File: src/rtl/count_cmd_seq_pkg.sv
// Shared types and default widths for the count_cmd_seq command sequencer.
package count_seq_pkg;

    localparam int DATA_W_DEF = 16;
    localparam int DEPTH_DEF  = 4;
    localparam int RUN_W_DEF  = 8;

    typedef enum logic [1:0] {
        IDLE = 2'd0,
        LOAD = 2'd1,
        RUN  = 2'd2
    } state_e;

    typedef struct packed {
        logic                  mode;
        logic [DATA_W_DEF-1:0] value;
        logic [RUN_W_DEF-1:0]  run;
    } cmd_t;

endpackage

File: src/rtl/count_cmd_seq_if.sv
// Command port and counter-drive outputs of the count_cmd_seq sequencer.
interface count_cmd_seq_if #(
    parameter int DATA_W = count_seq_pkg::DATA_W_DEF,
    parameter int RUN_W  = count_seq_pkg::RUN_W_DEF
);
    logic              cmd_valid;
    logic              cmd_ready;
    logic              cmd_mode;
    logic [DATA_W-1:0] cmd_value;
    logic [RUN_W-1:0]  cmd_run;
    logic [DATA_W-1:0] data_in;
    logic              load;
    logic              mode;
    logic              busy;

    modport master (
        output cmd_valid, cmd_mode, cmd_value, cmd_run,
        input  cmd_ready, data_in, load, mode, busy
    );

    modport slave (
        input  cmd_valid, cmd_mode, cmd_value, cmd_run,
        output cmd_ready, data_in, load, mode, busy
    );
endinterface

File: src/rtl/count_cmd_fifo.sv
// Synchronous command FIFO; an extra pointer bit separates full from empty.
module count_cmd_fifo #(
    parameter int  DEPTH = 4,
    parameter type T     = logic
) (
    input  logic clk,
    input  logic reset,
    input  logic push,
    input  logic pop,
    input  T     wdata,
    output T     rdata,
    output logic full,
    output logic empty
);
    localparam int AW = $clog2(DEPTH);

    T           mem [DEPTH];
    logic [AW:0] wptr;
    logic [AW:0] rptr;
    logic        do_push;
    logic        do_pop;

    assign full    = (wptr[AW] != rptr[AW]) && (wptr[AW-1:0] == rptr[AW-1:0]);
    assign empty   = (wptr == rptr);
    assign do_push = push && !full;
    assign do_pop  = pop && !empty;
    assign rdata   = mem[rptr[AW-1:0]];

    always_ff @(posedge clk or posedge reset) begin
        if (reset) begin
            wptr <= '0;
            rptr <= '0;
        end else begin
            if (do_push) wptr <= wptr + 1'b1;
            if (do_pop)  rptr <= rptr + 1'b1;
        end
    end

    // Storage needs no reset: the pointers alone define what is valid.
    always_ff @(posedge clk) begin
        if (do_push) mem[wptr[AW-1:0]] <= wdata;
    end
endmodule

File: src/rtl/count_cmd_seq.sv
// Command sequencer driving a loadable up/down counter (load, data_in, mode).
// Optional completion counter cmd_done_cnt enabled by COUNT_SEQ_DONECNT_EN.
//   state | meaning
//   IDLE  | no command active, load=0, data_in/mode held
//   LOAD  | load=1 for one cycle with the popped command's value/mode
//   RUN   | free counting, run_cnt counts down to 1
module count_cmd_seq
    import count_seq_pkg::*;
#(
    parameter int DATA_W = DATA_W_DEF,
    parameter int DEPTH  = DEPTH_DEF,
    parameter int RUN_W  = RUN_W_DEF
) (
    input  logic            clk,
    input  logic            reset,
    count_cmd_seq_if.slave  bus
`ifdef COUNT_SEQ_DONECNT_EN
    ,
    output logic [15:0]     cmd_done_cnt
`endif
);
    cmd_t              wdata;
    cmd_t              rdata;
    logic              full;
    logic              empty;
    logic              push;
    logic              pop;
    logic              last;
    state_e            state;
    logic [RUN_W-1:0]  run_cnt;
    logic [DATA_W-1:0] data_q;
    logic              load_q;
    logic              mode_q;

    assign wdata = '{mode: bus.cmd_mode, value: bus.cmd_value, run: bus.cmd_run};
    assign push  = bus.cmd_valid && !full;

    count_cmd_fifo #(.DEPTH(DEPTH), .T(cmd_t)) u_fifo (
        .clk   (clk),
        .reset (reset),
        .push  (push),
        .pop   (pop),
        .wdata (wdata),
        .rdata (rdata),
        .full  (full),
        .empty (empty)
    );

    // Final cycle of the active command; the next one is popped here so
    // consecutive commands run without a gap.
    assign last = ((state == LOAD) && (run_cnt == '0)) ||
                  ((state == RUN) && (run_cnt == RUN_W'(1)));
    assign pop  = !empty && ((state == IDLE) || last);

    always_ff @(posedge clk or posedge reset) begin
        if (reset) begin
            state   <= IDLE;
            run_cnt <= '0;
            data_q  <= '0;
            load_q  <= 1'b0;
            mode_q  <= 1'b0;
        end else if (pop) begin
            state   <= LOAD;
            load_q  <= 1'b1;
            data_q  <= rdata.value;
            mode_q  <= rdata.mode;
            run_cnt <= rdata.run;
        end else begin
            load_q <= 1'b0;
            case (state)
                IDLE: state <= IDLE;
                LOAD: state <= (run_cnt != '0) ? RUN : IDLE;
                RUN: begin
                    if (run_cnt == RUN_W'(1)) state <= IDLE;
                    else run_cnt <= run_cnt - 1'b1;
                end
                default: state <= IDLE;
            endcase
        end
    end

    assign bus.cmd_ready = !full;
    assign bus.data_in   = data_q;
    assign bus.load      = load_q;
    assign bus.mode      = mode_q;
    assign bus.busy      = (state != IDLE);

`ifdef COUNT_SEQ_DONECNT_EN
    always_ff @(posedge clk or posedge reset) begin
        if (reset) cmd_done_cnt <= '0;
        else if (last) cmd_done_cnt <= cmd_done_cnt + 16'd1;
    end
`endif
endmodule

File: src/flat_wrapper.sv
// flat-port wrapper written by rule: the top's interface ports become plain ports
module count_cmd_seq_flat import count_seq_pkg::*;
#(
    parameter int DATA_W = DATA_W_DEF,
    parameter int DEPTH  = DEPTH_DEF,
    parameter int RUN_W  = RUN_W_DEF
)
  (clk, reset, bus_cmd_valid, bus_cmd_mode, bus_cmd_value, bus_cmd_run, bus_cmd_ready, bus_data_in, bus_load, bus_mode, bus_busy);
  count_cmd_seq_if #(.DATA_W(DATA_W), .RUN_W(RUN_W)) bus_i ();
  input  logic clk;
  input  logic reset;
  input wire logic [$bits(bus_i.cmd_valid)-1:0] bus_cmd_valid;
  input wire logic [$bits(bus_i.cmd_mode)-1:0] bus_cmd_mode;
  input wire logic [$bits(bus_i.cmd_value)-1:0] bus_cmd_value;
  input wire logic [$bits(bus_i.cmd_run)-1:0] bus_cmd_run;
  output wire logic [$bits(bus_i.cmd_ready)-1:0] bus_cmd_ready;
  output wire logic [$bits(bus_i.data_in)-1:0] bus_data_in;
  output wire logic [$bits(bus_i.load)-1:0] bus_load;
  output wire logic [$bits(bus_i.mode)-1:0] bus_mode;
  output wire logic [$bits(bus_i.busy)-1:0] bus_busy;
  assign bus_i.cmd_valid = bus_cmd_valid;
  assign bus_i.cmd_mode = bus_cmd_mode;
  assign bus_i.cmd_value = bus_cmd_value;
  assign bus_i.cmd_run = bus_cmd_run;
  assign bus_cmd_ready = bus_i.cmd_ready;
  assign bus_data_in = bus_i.data_in;
  assign bus_load = bus_i.load;
  assign bus_mode = bus_i.mode;
  assign bus_busy = bus_i.busy;
  count_cmd_seq #(.DATA_W(DATA_W), .DEPTH(DEPTH), .RUN_W(RUN_W)) u_core (.clk(clk), .reset(reset), .bus(bus_i));
endmodule
File: config.mk
export PLATFORM = sky130hd
export DESIGN_NAME = count_cmd_seq_flat
export DESIGN_NICKNAME = d
export VERILOG_FILES = /design/src/rtl/count_cmd_seq_pkg.sv /design/src/rtl/count_cmd_seq_if.sv /design/src/rtl/count_cmd_fifo.sv /design/src/rtl/count_cmd_seq.sv /design/src/flat_wrapper.sv
export SDC_FILE = /design/constraint.sdc
export NUM_CORES = 1
export LEC_CHECK = 0
export BUFFER_PORTS_ARGS = -buffer_cell sky130_fd_sc_hd__buf_2
export CAP_MARGIN = 5
export CORE_ASPECT_RATIO = 1.25
export CORE_MARGIN = 1
export CORE_UTILIZATION = 45
export CTS_CLUSTER_SIZE = 20
export DETAILED_ROUTE_END_ITERATION = 7
export PLACE_DENSITY_LB_ADDON = 0.12
export SLEW_MARGIN = 20
export SYNTH_ARGS = -nofsm -noshare
export SYNTH_HDL_FRONTEND = slang
export SYNTH_SLANG_ARGS = --single-unit
File: constraint.sdc
create_clock -name clk -period 2.8 [get_ports clk]
set_input_delay 0.28 -clock clk [delete_from_list [all_inputs] [get_ports clk]]
set_output_delay 0.28 -clock clk [all_outputs]
set_load 0.02 [all_outputs]
==> run summary <==
Crit path max fanout: 19
Final setup viols: 0
Critical Path RT: 3.09 ns
Reg2reg end: u_core.bus.data_in[14]
Seq/Total Area, Yosys: 0.730
Main synth FF type: edfxtp_1
VDD IR max: 594 uV
Post-synth ARST share: 0.254
Final hold slack: -0.00113 ns
Gr ovfl total: 0
Share of total power in combinational logic: 0.322
Critical Path End: u_core.bus.data_in[14]
Violations in the final reports: hold timing
Clk_lat worst skew: 0.41 ns
1st-iter DRT viols: 133
Buffers on Ports: 47
Finished Core Util: 0.556
Total Wirelength: 8940 um
H-tree depth: 4
Routability cong.: 0.717
Cell area after synthesis: 5280 um2
Int Power: 5.28 mW
Core Region: 11200 um2
Sw frac: 0.305
FILL cells: 885
Via count: 2543
Tcrit/Tclk final: 0.779
Power Density: 1210 nW/um2
Flop pwr share: 0.401
Skew final: 0.00813 ns
Relative slew slack: 0.498
Die area: 12200 um2
Starting Density: 0.470
Synthesized flop and latch total: 134
Num ports: 48
Minimum clock period: 2.18 ns
DRC: 0
Syn avg cell area: 19.9 um2
Detail-routed via count per cell: 5.32
Tot Pwr: 7.59 mW
TNS Setup: 0 ns
CTS tree: built
Syn. warnings: 0
Crit path launch type: flop
Post-CTS Setup Repair Bufs: 0
Vias in the first global route: 2699
Clock root cell: clkbuf_16
RSZ-0062 raised after global routing: false
FF-to-FF Start: u_core.run_cnt[4]
Switching power total: 2.31 mW
Synth Net Count: 300
Slew @ Worst Pin: 0.752 ns
Final instance area: 6250 um2
Bufs on Longest Clock Path: 2
Drt first pass iters: 4
Internal reg-to-reg setup slack: 0.62 ns
Post-synth cell types: 36
Leakage: 2.32 nW
Total CTS buffers: 17
Wirelength per Cell: 18.7 um
Nets: 365
Post-CTS sizing: 0
Crit path from: u_core.run_cnt[4]
Initial antenna violation count: 0
Clock transition at path regs: 0.06 ns
# hold bufs at CTS: 0
Hold violation total from the final report: 1
Max-cap violations: 0
Post-synth EDFFs: 100
GRT Overall Usage: 0.170
Final Max Tran Viols: 0
Status: finished, violations left
Inserted Diodes: 0
Mapped Cells: 265
DIE WIDTH: 98.9 um
Placed cell area: 5680 um2
CTS sink count: 134
Row count: 43
Largest net degree at the start of global routing: 28
Clk network pwr share: 0.277
First-pass GRT wire length: 14500 um
Syn-to-layout area delta: 18.3%
Hold Crit Class: input port to async pin
Fmax: 458 MHz
Die Ht: 123 um
Layout cells sized above 1: 0.394
Crit Path Category: flop to flop
Detail Placement HPWL: 5340 um
Worst setup EP type: flop
Critical Path AT: 2.47 ns
Cell count of the worst reg-to-reg path: 6
Antenna Violating Nets Remaining: 0
[synthesized netlist by cell type (2+ instances only)]
master	instances	area, um2
nand2_1	5	18.8
nand3_1	2	10.0
and2_1	2	12.5
mux4_2	25	563
edfxtp_1	100	3000
nor3_1	6	30.0
ha_1	7	87.6
xnor2_1	9	78.8
clkbuf_1	2	7.51
dfrtp_1	34	851
mux2_2	9	101
a21oi_1	6	30.0
xor2_1	3	26.3
o21ai_0	2	10.0
buf_4	2	15.0
inv_1	10	37.5
buf_2	2	10.0
nor2_1	8	30.0
mux2_4	11	165
and3_1	4	25.0
[power groups by stage]
stage	sequential [mW]	combinational, mW	clock (mW)
3_3_place_gp	3.07	2.46	0
3_5_place_dp	3.09	2.50	0
4_1_cts	3.05	2.51	2.14
6_report	3.04	2.45	2.10
5_1_grt	3.10	2.69	2.22
2_1_floorplan	3.18	1.79	0
[how the worst min path moves through the flow]
stage | start | to | slack (ns) | cells past startpoint
6_report | reset | u_core.run_cnt[2] | -0.001 | 2
5_1_grt | reset | u_core.run_cnt[2] | 0.05 | 2
4_1_cts | reset | u_core.run_cnt[6] | 0.01 | 2
3_5_place_dp | reset | u_core.run_cnt[2] | 0.45 | 2
3_3_place_gp | reset | u_core.run_cnt[6] | 0.45 | 2
2_1_floorplan | bus_cmd_run[0] | u_core.u_fifo.mem[0][0] | 0.38 | 0
[cells by family after synthesis]
kind of cell | Yosys count | share of synthesized area
simple gates | 33 | 0.0360
buf+inv | 20 | 0.0220
mux | 45 | 0.157
flops | 134 | 0.730
compound gates | 14 | 0.0187
xor+xnor | 12 | 0.0199
fa+ha+maj | 7 | 0.0166
[layer usage]
metal	share of wire	GRT usage	wire, um	vias up
met5	0	0	0	-
met3	0.049	0.0594	436	10
met4	0.012	0.0644	110	0
met2	0.52	0.290	4630	63
li1	-	-	-	1172
met1	0.42	0.200	3770	1298
[flip-flops by register name, summed over array words and instances, names as in the netlist]
signal,flops
u_core.u_fifo.mem,100
u_core.bus.data_in,16
u_core.run_cnt,8
u_core.u_fifo.rptr,3
u_core.u_fifo.wptr,3
u_core.state,2
u_core.bus.load,1
u_core.bus.mode,1
[final cells by class]
type                       instances  area, um2  share of cell area
clock buffer                      23        468              0.0749
inverter                          11       48.8             0.00781
sequential                       134       3850               0.617
clock inverter                     9        101              0.0162
timing repair buffer              55        295              0.0473
multi-input combinational        111       1310               0.210
tap                              135        169              0.0270
[per-stage QoR]
step	setup slack, ns	std cells
6_report	0.618	478
2_1_floorplan	0.716	265
3_5_place_dp	0.607	446
4_1_cts	0.600	478
5_1_grt	0.467	478
3_3_place_gp	0.647	446
[cell usage in the layout, fill, tap and decap left out, types with 3 or more instances in the layout]
cell | Yosys | final
edfxtp_1 | 100 | 100
inv_1 | 10 | 10
nor3_1 | 6 | 6
clkbuf_1 | 2 | 4
nor2_1 | 8 | 8
mux4_2 | 25 | 25
mux2_4 | 11 | 11
a21oi_1 | 6 | 6
buf_2 | 2 | 47
buf_4 | 2 | 8
mux2_2 | 9 | 9
clkinvlp_4 | 0 | 3
and3_1 | 4 | 4
clkinv_2 | 0 | 3
dfrtp_1 | 34 | 33
ha_1 | 7 | 7
nand2_1 | 5 | 5
clkbuf_16 | 0 | 17
xnor2_1 | 9 | 9
xor2_1 | 3 | 3
[critical path, cell delays in order, from the launching register on]
cell	delay (ns)
dfrtp_1	0.43
nor4_4	0.30
a31oi_1	0.15
o22a_2	0.30
or2_4	0.33
inv_8	0.18
mux2_2	0.35
Note: power is estimated with default switching activity, not from simulation.
